`config.mk`:
```
export PLATFORM = sky130hd
export DESIGN_NAME = video_reg_file_flat
export DESIGN_NICKNAME = d
export VERILOG_FILES = /design/src/rtl/video_reg_pkg.sv /design/src/rtl/video_reg_if.sv /design/src/rtl/video_reg_file_sync_edge.sv /design/src/rtl/video_reg_file.sv /design/src/flat_wrapper.sv
export SDC_FILE = /design/constraint.sdc
export NUM_CORES = 1
export LEC_CHECK = 0
export CAP_MARGIN = 20
export CORE_UTILIZATION = 50
export DETAILED_ROUTE_END_ITERATION = 8
export GPL_TIMING_DRIVEN = 1
export PLACE_DENSITY = 0.76
export SYNTH_ARGS = -nofsm -noshare
export SYNTH_HDL_FRONTEND = slang
export SYNTH_HIERARCHICAL = 1
export SYNTH_SLANG_ARGS = --single-unit
```
`constraint.sdc`:
```
create_clock -name clk_100mhz -period 4 [get_ports clk_100mhz]
set_input_delay 0.8 -clock clk_100mhz [delete_from_list [all_inputs] [get_ports clk_100mhz]]
set_output_delay 0.8 -clock clk_100mhz [all_outputs]
set_load 0.01 [all_outputs]
```
`src/rtl/video_reg_pkg.sv`:
```
// rtl/video_reg_pkg.sv - register map, status bits and field widths for video_reg_file
package video_reg_pkg;
    localparam int ADDR_W  = 7;
    localparam int DATA_W  = 8;
    localparam int COLOR_W = 12;
    localparam int SX_W    = 10;
    localparam int SY_W    = 9;
    localparam int FRAME_W = 6;

    localparam logic [ADDR_W-1:0] REG_FG_LO  = 7'h00;
    localparam logic [ADDR_W-1:0] REG_FG_HI  = 7'h01;
    localparam logic [ADDR_W-1:0] REG_BG_LO  = 7'h02;
    localparam logic [ADDR_W-1:0] REG_BG_HI  = 7'h03;
    localparam logic [ADDR_W-1:0] REG_SX_LO  = 7'h04;
    localparam logic [ADDR_W-1:0] REG_SX_HI  = 7'h05;
    localparam logic [ADDR_W-1:0] REG_SY_LO  = 7'h06;
    localparam logic [ADDR_W-1:0] REG_SY_HI  = 7'h07;
    localparam logic [ADDR_W-1:0] REG_FRAME  = 7'h08;
    localparam logic [ADDR_W-1:0] REG_STATUS = 7'h09;

    localparam int STATUS_PEND   = 0;
    localparam int STATUS_IRQ_EN = 1;
endpackage

```
`src/rtl/video_reg_if.sv`:
```
// rtl/video_reg_if.sv - strobe-based rd/wr/addr/data register bus
interface video_reg_if;
    import video_reg_pkg::*;
    logic              cs;
    logic              rd;
    logic              wr;
    logic [ADDR_W-1:0] addr;
    logic [DATA_W-1:0] data;
    logic [DATA_W-1:0] rdata;
    logic              rd_valid;

    modport master (output cs, rd, wr, addr, data, input rdata, rd_valid);
    modport slave  (input cs, rd, wr, addr, data, output rdata, rd_valid);
endinterface

```
`src/rtl/video_reg_file_sync_edge.sv`:
```
// rtl/video_reg_file_sync_edge.sv - 2-flop synchronizer with registered rising-edge pulse
module sync_edge (
    input  logic clk_100mhz,
    input  logic rstn_i,
    input  logic din,
    output logic pulse
);
    logic s1, s2, s2_d;

    // All flops clear to 0 so an input already high at reset release still yields an edge.
    always_ff @(posedge clk_100mhz or negedge rstn_i) begin
        if (!rstn_i) begin
            s1    <= 1'b0;
            s2    <= 1'b0;
            s2_d  <= 1'b0;
            pulse <= 1'b0;
        end else begin
            s1    <= din;
            s2    <= s1;
            s2_d  <= s2;
            pulse <= s2 & ~s2_d;
        end
    end
endmodule

```
`src/rtl/video_reg_file.sv`:
```
// rtl/video_reg_file.sv - double-buffered colour/scroll/frame register file committed at vsync
module video_reg_file
    import video_reg_pkg::*;
#(
    parameter bit                 VSYNC_ACTIVE_LOW = 1'b1,
    parameter logic [COLOR_W-1:0] FG_RESET         = 12'hFFF,
    parameter logic [COLOR_W-1:0] BG_RESET         = 12'h000
) (
    input  logic               clk_100mhz,
    input  logic               rstn_i,
    video_reg_if.slave         bus,
    input  logic               vsync,
    output logic [COLOR_W-1:0] fg_color,
    output logic [COLOR_W-1:0] bg_color,
    output logic [SX_W-1:0]    scroll_x,
    output logic [SY_W-1:0]    scroll_y,
    output logic [FRAME_W-1:0] frame_count,
    output logic               irq
);
    logic rd_pulse, wr_pulse, vs_pulse;
    logic rd_go, wr_go;
    logic [COLOR_W-1:0] fg_stg, bg_stg;
    logic [SX_W-1:0]    sx_stg;
    logic [SY_W-1:0]    sy_stg;
    logic               pend, irq_en;
    logic [DATA_W-1:0]  rd_mux;

    sync_edge u_rd (.clk_100mhz(clk_100mhz), .rstn_i(rstn_i), .din(bus.rd), .pulse(rd_pulse));
    sync_edge u_wr (.clk_100mhz(clk_100mhz), .rstn_i(rstn_i), .din(bus.wr), .pulse(wr_pulse));
    sync_edge u_vs (.clk_100mhz(clk_100mhz), .rstn_i(rstn_i),
                    .din(vsync ^ VSYNC_ACTIVE_LOW), .pulse(vs_pulse));

    // A write edge coinciding with a read edge suppresses the read.
    assign wr_go = wr_pulse & bus.cs;
    assign rd_go = rd_pulse & bus.cs & ~wr_pulse;

    always_comb begin
        rd_mux = '0;
        case (bus.addr)
            REG_FG_LO:  rd_mux      = fg_stg[7:0];
            REG_FG_HI:  rd_mux[3:0] = fg_stg[11:8];
            REG_BG_LO:  rd_mux      = bg_stg[7:0];
            REG_BG_HI:  rd_mux[3:0] = bg_stg[11:8];
            REG_SX_LO:  rd_mux      = sx_stg[7:0];
            REG_SX_HI:  rd_mux[1:0] = sx_stg[9:8];
            REG_SY_LO:  rd_mux      = sy_stg[7:0];
            REG_SY_HI:  rd_mux[0]   = sy_stg[8];
            REG_FRAME:  rd_mux[FRAME_W-1:0] = frame_count;
            REG_STATUS: begin
                rd_mux[STATUS_PEND]   = pend;
                rd_mux[STATUS_IRQ_EN] = irq_en;
            end
            default: ;
        endcase
    end

    always_ff @(posedge clk_100mhz or negedge rstn_i) begin
        if (!rstn_i) begin
            fg_stg       <= FG_RESET;
            bg_stg       <= BG_RESET;
            sx_stg       <= '0;
            sy_stg       <= '0;
            fg_color     <= FG_RESET;
            bg_color     <= BG_RESET;
            scroll_x     <= '0;
            scroll_y     <= '0;
            frame_count  <= '0;
            pend         <= 1'b0;
            irq_en       <= 1'b0;
            irq          <= 1'b0;
            bus.rdata    <= '0;
            bus.rd_valid <= 1'b0;
        end else begin
            bus.rd_valid <= rd_go;
            if (rd_go)
                bus.rdata <= rd_mux;

            // Commit reads the staging values as they stood before any same-cycle write.
            if (vs_pulse) begin
                fg_color    <= fg_stg;
                bg_color    <= bg_stg;
                scroll_x    <= sx_stg;
                scroll_y    <= sy_stg;
                frame_count <= frame_count + 1'b1;
            end

            if (wr_go) begin
                case (bus.addr)
                    REG_FG_LO:  fg_stg[7:0]  <= bus.data;
                    REG_FG_HI:  fg_stg[11:8] <= bus.data[3:0];
                    REG_BG_LO:  bg_stg[7:0]  <= bus.data;
                    REG_BG_HI:  bg_stg[11:8] <= bus.data[3:0];
                    REG_SX_LO:  sx_stg[7:0]  <= bus.data;
                    REG_SX_HI:  sx_stg[9:8]  <= bus.data[1:0];
                    REG_SY_LO:  sy_stg[7:0]  <= bus.data;
                    REG_SY_HI:  sy_stg[8]    <= bus.data[0];
                    REG_STATUS: irq_en       <= bus.data[STATUS_IRQ_EN];
                    default: ;
                endcase
            end

            if (vs_pulse)
                pend <= 1'b1;
            else if (wr_go && bus.addr == REG_STATUS && bus.data[STATUS_PEND])
                pend <= 1'b0;

            irq <= pend & irq_en;
        end
    end
endmodule

```
`src/flat_wrapper.sv`:
```
// flat-port wrapper written by rule: the top's interface ports become plain ports
module video_reg_file_flat import video_reg_pkg::*;
#(
    parameter bit                 VSYNC_ACTIVE_LOW = 1'b1,
    parameter logic [COLOR_W-1:0] FG_RESET         = 12'hFFF,
    parameter logic [COLOR_W-1:0] BG_RESET         = 12'h000
)
  (clk_100mhz, rstn_i, vsync, fg_color, bg_color, scroll_x, scroll_y, frame_count, irq, bus_cs, bus_rd, bus_wr, bus_addr, bus_data, bus_rdata, bus_rd_valid);
  video_reg_if bus_i ();
  input  logic clk_100mhz;
  input  logic rstn_i;
  input  logic vsync;
  output logic [COLOR_W-1:0] fg_color;
  output logic [COLOR_W-1:0] bg_color;
  output logic [SX_W-1:0] scroll_x;
  output logic [SY_W-1:0] scroll_y;
  output logic [FRAME_W-1:0] frame_count;
  output logic irq;
  input wire logic [$bits(bus_i.cs)-1:0] bus_cs;
  input wire logic [$bits(bus_i.rd)-1:0] bus_rd;
  input wire logic [$bits(bus_i.wr)-1:0] bus_wr;
  input wire logic [$bits(bus_i.addr)-1:0] bus_addr;
  input wire logic [$bits(bus_i.data)-1:0] bus_data;
  output wire logic [$bits(bus_i.rdata)-1:0] bus_rdata;
  output wire logic [$bits(bus_i.rd_valid)-1:0] bus_rd_valid;
  assign bus_i.cs = bus_cs;
  assign bus_i.rd = bus_rd;
  assign bus_i.wr = bus_wr;
  assign bus_i.addr = bus_addr;
  assign bus_i.data = bus_data;
  assign bus_rdata = bus_i.rdata;
  assign bus_rd_valid = bus_i.rd_valid;
  video_reg_file #(.VSYNC_ACTIVE_LOW(VSYNC_ACTIVE_LOW), .FG_RESET(FG_RESET), .BG_RESET(BG_RESET)) u_core (.clk_100mhz(clk_100mhz), .rstn_i(rstn_i), .bus(bus_i), .vsync(vsync), .fg_color(fg_color), .bg_color(bg_color), .scroll_x(scroll_x), .scroll_y(scroll_y), .frame_count(frame_count), .irq(irq));
endmodule
```
; Word-level counts from Yosys, hierarchy flattened
; Cells that the tools add are included.
[word_totals]
reg_bits = 116
inputBits = 21
elab_cells = 72
[op_classes]
n_addsub = 1
n_eq_ne = 9
muxes = 7
bitwise = 12
reduce_logical = 13
[ops]
columns = cell, n
row1 = == test 7 x 3 -> 1 bit (second input constant), 4
row2 = AND reduction 2 bit, 9
row3 = == test 7 x 2 -> 1 bit (second input constant), 2
row4 = == test 7 x 4 -> 1 bit (second input constant), 2
row5 = case mux 2 bit (7 select lines), 1
row6 = case mux 1 bit (10 select lines), 1
row7 = case mux 2 bit (5 select lines), 1
row8 = case mux 1 bit (9 select lines), 1
row9 = case mux 2 bit (4 select lines), 1
row10 = bitwise AND 1 bit, 7
row11 = == test 7 x 1 -> 1 bit (second input constant), 1
row12 = logical NOT 7 bit, 1
row13 = adder 6 x 1 -> 6 bit (second input constant), 1
row14 = NOT 1 bit, 5
row15 = logical AND 1 bit, 2
row16 = 2-to-1 mux 1 bit, 2
row17 = nonzero test 2 bit, 1

; Logic depth before layout (Yosys ltp)
[depth]
ltp_word = 5
depth_mapped = 7
ltp_nobuf = 5

; By module
; The synthesis kept the hierarchy.
[by_module_without_submodules]
columns = module, instances, cells_each, area_per_inst_um2, seq_area_each_um2
row1 = video_reg_file, 1, 323, 4515.6, 2632.5
row2 = sync_edge, 3, 5, 113.9, 100.1

; Least setup slack after synthesis
; No wires, ideal clock.
[synth_path]
kind = input to register
startpoint = input bus_addr[0]
endpoint = register u_core.fg_stg[10]
setup_ns = 0.082
t_arrival_ns = 2.154
setup_slack_ns = 1.764
path_stages = 5
path_buffers = 1
path_cell_list = buf_2 > nor2b_1 > nor2b_1 > and2_0 > mux2_2
[synth_via]
elab_chain_len = 2
[synth_lines]
columns = element, line
row1 = from (decl), flat_wrapper.sv:22  ; input wire logic [$bits(bus_i.addr)-1:0] bus_addr;
row2 = == test 7 x 1 -> 1 bit, video_reg_file.sv:88  ; case (bus.addr)
row3 = AND reduction 2 bit (no line), -
row4 = to (signal assigned), video_reg_file.sv:90  ; REG_FG_HI: fg_stg[11:8] <= bus.data[3:0];
row5 = to (decl), video_reg_file.sv:22  ; logic [COLOR_W-1:0] fg_stg, bg_stg;
; Every way passes these cells.
; A chain may end at the register's enable or synchronous reset.

; Worst setup path after layout
[layout_path]
startpoint = input bus_addr[2]
endpoint = register u_core.bus.rdata[0]
[layout_via]
elab_chain_len = 2
[layout_lines]
columns = element, line
row1 = == test 7 x 4 -> 1 bit (tied with other cells), video_reg_file.sv:39  ; case (bus.addr)
row2 = case mux 1 bit (10 select lines) *, video_reg_file.sv:39
row3 = to (signal assigned), video_reg_file.sv:76  ; bus.rdata <= rd_mux;
row4 = to (decl), video_reg_if.sv:13  ; modport slave (input cs, rd, wr, addr, data, output rdata, rd_valid);
; Mark *: on every way between the ends. The rest lies on a longest branch, timed or not.

==> impl_metrics.env <==
export IMPL_grt_max_degree=68
export IMPL_postSynthAreaPerCell_sq_um=14.4
export IMPL_start_util=0.521
export IMPL_cts_root_buf="clkbuf_8"
export IMPL_cp_required_ns=4.43
export IMPL_core_area_sq_um=9330
export IMPL_final_setup_viol_count=0
export IMPL_clock_latency_ns=0.52
export IMPL_tns_ns=0
export IMPL_area_growth_synth_to_final_pct=31.6
export IMPL_synth_nets=360
export IMPL_drc=0
export IMPL_ctsHtreeMaxLevel=4
export IMPL_maxSlewViolCount=0
export IMPL_crit_family="simple AND/OR/NAND/NOR gates"
export IMPL_synthCells=338
export IMPL_crit_fanout=17
export IMPL_cp_arrival_ns=3.08
export IMPL_wl_microns=11100
export IMPL_finalWeightedCongestion=0.906
export IMPL_synth_ff_type="dfrtp_1"
export IMPL_ctsResizeCount=0
export IMPL_period_minus_slack_ns=2.64
export IMPL_fin_nets=450
export IMPL_row_count=35
export IMPL_synth_edff_count=0
export IMPL_antennaDiodeCount=0
export IMPL_dieHeight_microns=101
export IMPL_whs_ns=0.310
export IMPL_cts_setup_buffers=0
export IMPL_finClkSkew_ns=0.00824
export IMPL_first_global_vias=3314
export IMPL_yosys_area_top_type="dfrtp_1"
export IMPL_cap_violations=0
export IMPL_hpwl_microns=7350
export IMPL_start_kind="input pin"
export IMPL_cts_tree="done"
export IMPL_grt_pass1_wl_microns=18200
export IMPL_layout_drive_gt1_share=0.385
export IMPL_fp_dieArea_sq_um=10100
export IMPL_clock_sinks=116
export IMPL_ys_seq_elements=116
export IMPL_powerDensity_nw_per_um2=473
export IMPL_critPathMaxStageDelay_ns=0.85
export IMPL_p_leak_uw=0.00284
export IMPL_crit_type="in2reg"
export IMPL_overflow=0
export IMPL_cp_num_buf_inv=1
export IMPL_rsz0062_at_grt="false"
export IMPL_slew_limit_headroom=0.442
export IMPL_vdd_drop_max_v=0.000255
export IMPL_io_buffers=79
export IMPL_ios=80
export IMPL_ant_nets=0
export IMPL_drt_iter0_markers=219
export IMPL_async_flop_share=1.00
export IMPL_clkTransAtPathRegs_ns=0.06
export IMPL_ys_seq_area_frac=0.604
export IMPL_final_cell_count_no_fill=570
export IMPL_ys_warnings_count=6
export IMPL_worstSetupEndpointType="register"
export IMPL_wl_per_cell_microns=19.4
export IMPL_synth_top_area_frac=0.474
export IMPL_cp_cell_sequence="clkdlybuf4s50_1 > nor4_1 > and2_1 > a32o_1 > a32oi_1 > a21oi_1"
export IMPL_route_vias_total=3226
export IMPL_grt_antenna_before_repair=0
export IMPL_min_period_over_period=0.661
export IMPL_crit_slowest_cell="clkdlybuf4s50_1"
export IMPL_fmax_mhz=378
export IMPL_hold_class="in2async"
export IMPL_worst_pin_slew_ns=0.834
export IMPL_status="finished clean"
export IMPL_die_w_microns=101
export IMPL_dpl_cell_count=537
export IMPL_cts_buffers=17
export IMPL_synth_cell_types=43
export IMPL_hold_viol=0
export IMPL_synth_area_top_cells="dfrtp_1 47%, mux2_2 21%, dfstp_2 13%, mux2i_1 1.4%, o21ai_0 1.3%"
export IMPL_first_pass_iters=6
export IMPL_synth_area_sq_um=4860
export IMPL_grt_use_total=0.245
export IMPL_cts_hold_buf=0
export IMPL_routed_via_density=5.66
export IMPL_cts_path_max_buffers=2
[where the power goes]
part	leakage (uW)	internal (uW)	switching (uW)
sequential	0.00149	1240	71.3
clock	0.000272	888	533
combinational	0.00108	159	132
[kinds of logic after synthesis]
family                     synth area share
DFF                                   0.604
adders and majority gates           0.00258
buffers and inverters                0.0142
xor gates and xnor gates            0.00902
muxes                                 0.237
AOI/OAI and AO/OA                    0.0479
and+or+nand+nor                      0.0855
[flip-flops by register name, summed over array words and instances (netlist names), 6 cells and up]
| signal | count |
|---|---|
| u_core/bg_color | 12 |
| u_core/bg_stg | 12 |
| u_core/bus.rdata | 8 |
| u_core/fg_color | 12 |
| u_core/fg_stg | 12 |
| u_core/frame_count | 6 |
| u_core/scroll_x | 10 |
| u_core/scroll_y | 9 |
| u_core/sx_stg | 10 |
| u_core/sy_stg | 9 |
[synth_stat cells, types with 2 or more instances]
cell type,number
a21oi_1,5
a221o_1,2
a31oi_1,3
a32oi_1,5
and2_1,2
and3_1,3
buf_1,6
buf_2,4
clkbuf_1,4
dfrtp_1,92
dfstp_2,24
inv_1,3
mux2_2,92
mux2i_1,7
mux4_2,2
nand2_1,17
nand2_2,2
nand3_1,8
nand3b_1,3
nand4_1,2
nor2_1,6
nor2b_1,5
nor2b_4,3
nor3_1,2
nor4_4,3
o21ai_0,13
xnor2_1,3
xor2_1,2
[placed cells by master (no fill, tap or decap), drive strengths merged, types with 8 or more instances in the layout]
master | Yosys | routed
dfstp | 24 | 24
clkdlybuf4s50 | 0 | 78
mux2 | 92 | 92
nor2b | 8 | 8
clkbuf | 4 | 21
nand2 | 19 | 19
dfrtp | 92 | 92
nand3 | 8 | 8
o21ai | 13 | 13
[final timing paths]
check | start | to | slack (ns) | cells after the start
setup / recovery | bus_addr[2] | u_core/bus.rdata[0] | 1.36 | 6
hold / removal | rstn_i | u_core/scroll_y[0] | 0.31 | 1
setup reg to reg | u_core/u_wr/pulse | u_core/fg_stg[7] | 2.27 | 3
hold reg to reg | u_core/u_rd/s1 | u_core/u_rd/s2 | 0.35 | 0
max in group asynchronous | rstn_i | u_core/fg_stg[7] | 2.88 | 2
min in group clk_100mhz | u_core/u_rd/s1 | u_core/u_rd/s2 | 0.35 | 0
[area by class of cell]
class	instances	area [sq um]
fillers	673	2940
clock inverters	11	101
multi-input cells	205	1860
well taps	129	161
flip-flops and latches	116	2930
repair buffers	85	858
clock buffers	21	469
inverters	3	11.3
[metal layers]
metal,GRT usage,up-vias,wire length [microns]
li1,-,1424,-
met2,0.362,159,5050
met4,0.0914,0,192
met5,0,-,0
met1,0.348,1623,5030
met3,0.0666,20,808
[through the flow]
| step | cell area (sq um) | util | total power (uW) | setup slack, ns |
|---|---|---|---|---|
| after CTS | 6370 | 0.683 | 3040 | 1.40 |
| after detailed placement | 5800 | 0.622 | 1620 | 0.852 |
| after floorplan | 4860 | - | 1440 | 1.76 |
| after global placement | 5800 | 0.622 | 1610 | 0.878 |
| after global routing | 6390 | 0.685 | 3150 | 1.29 |
| final | 6390 | 0.685 | 3030 | 1.36 |
Note: power is estimated with default switching activity, not from simulation.
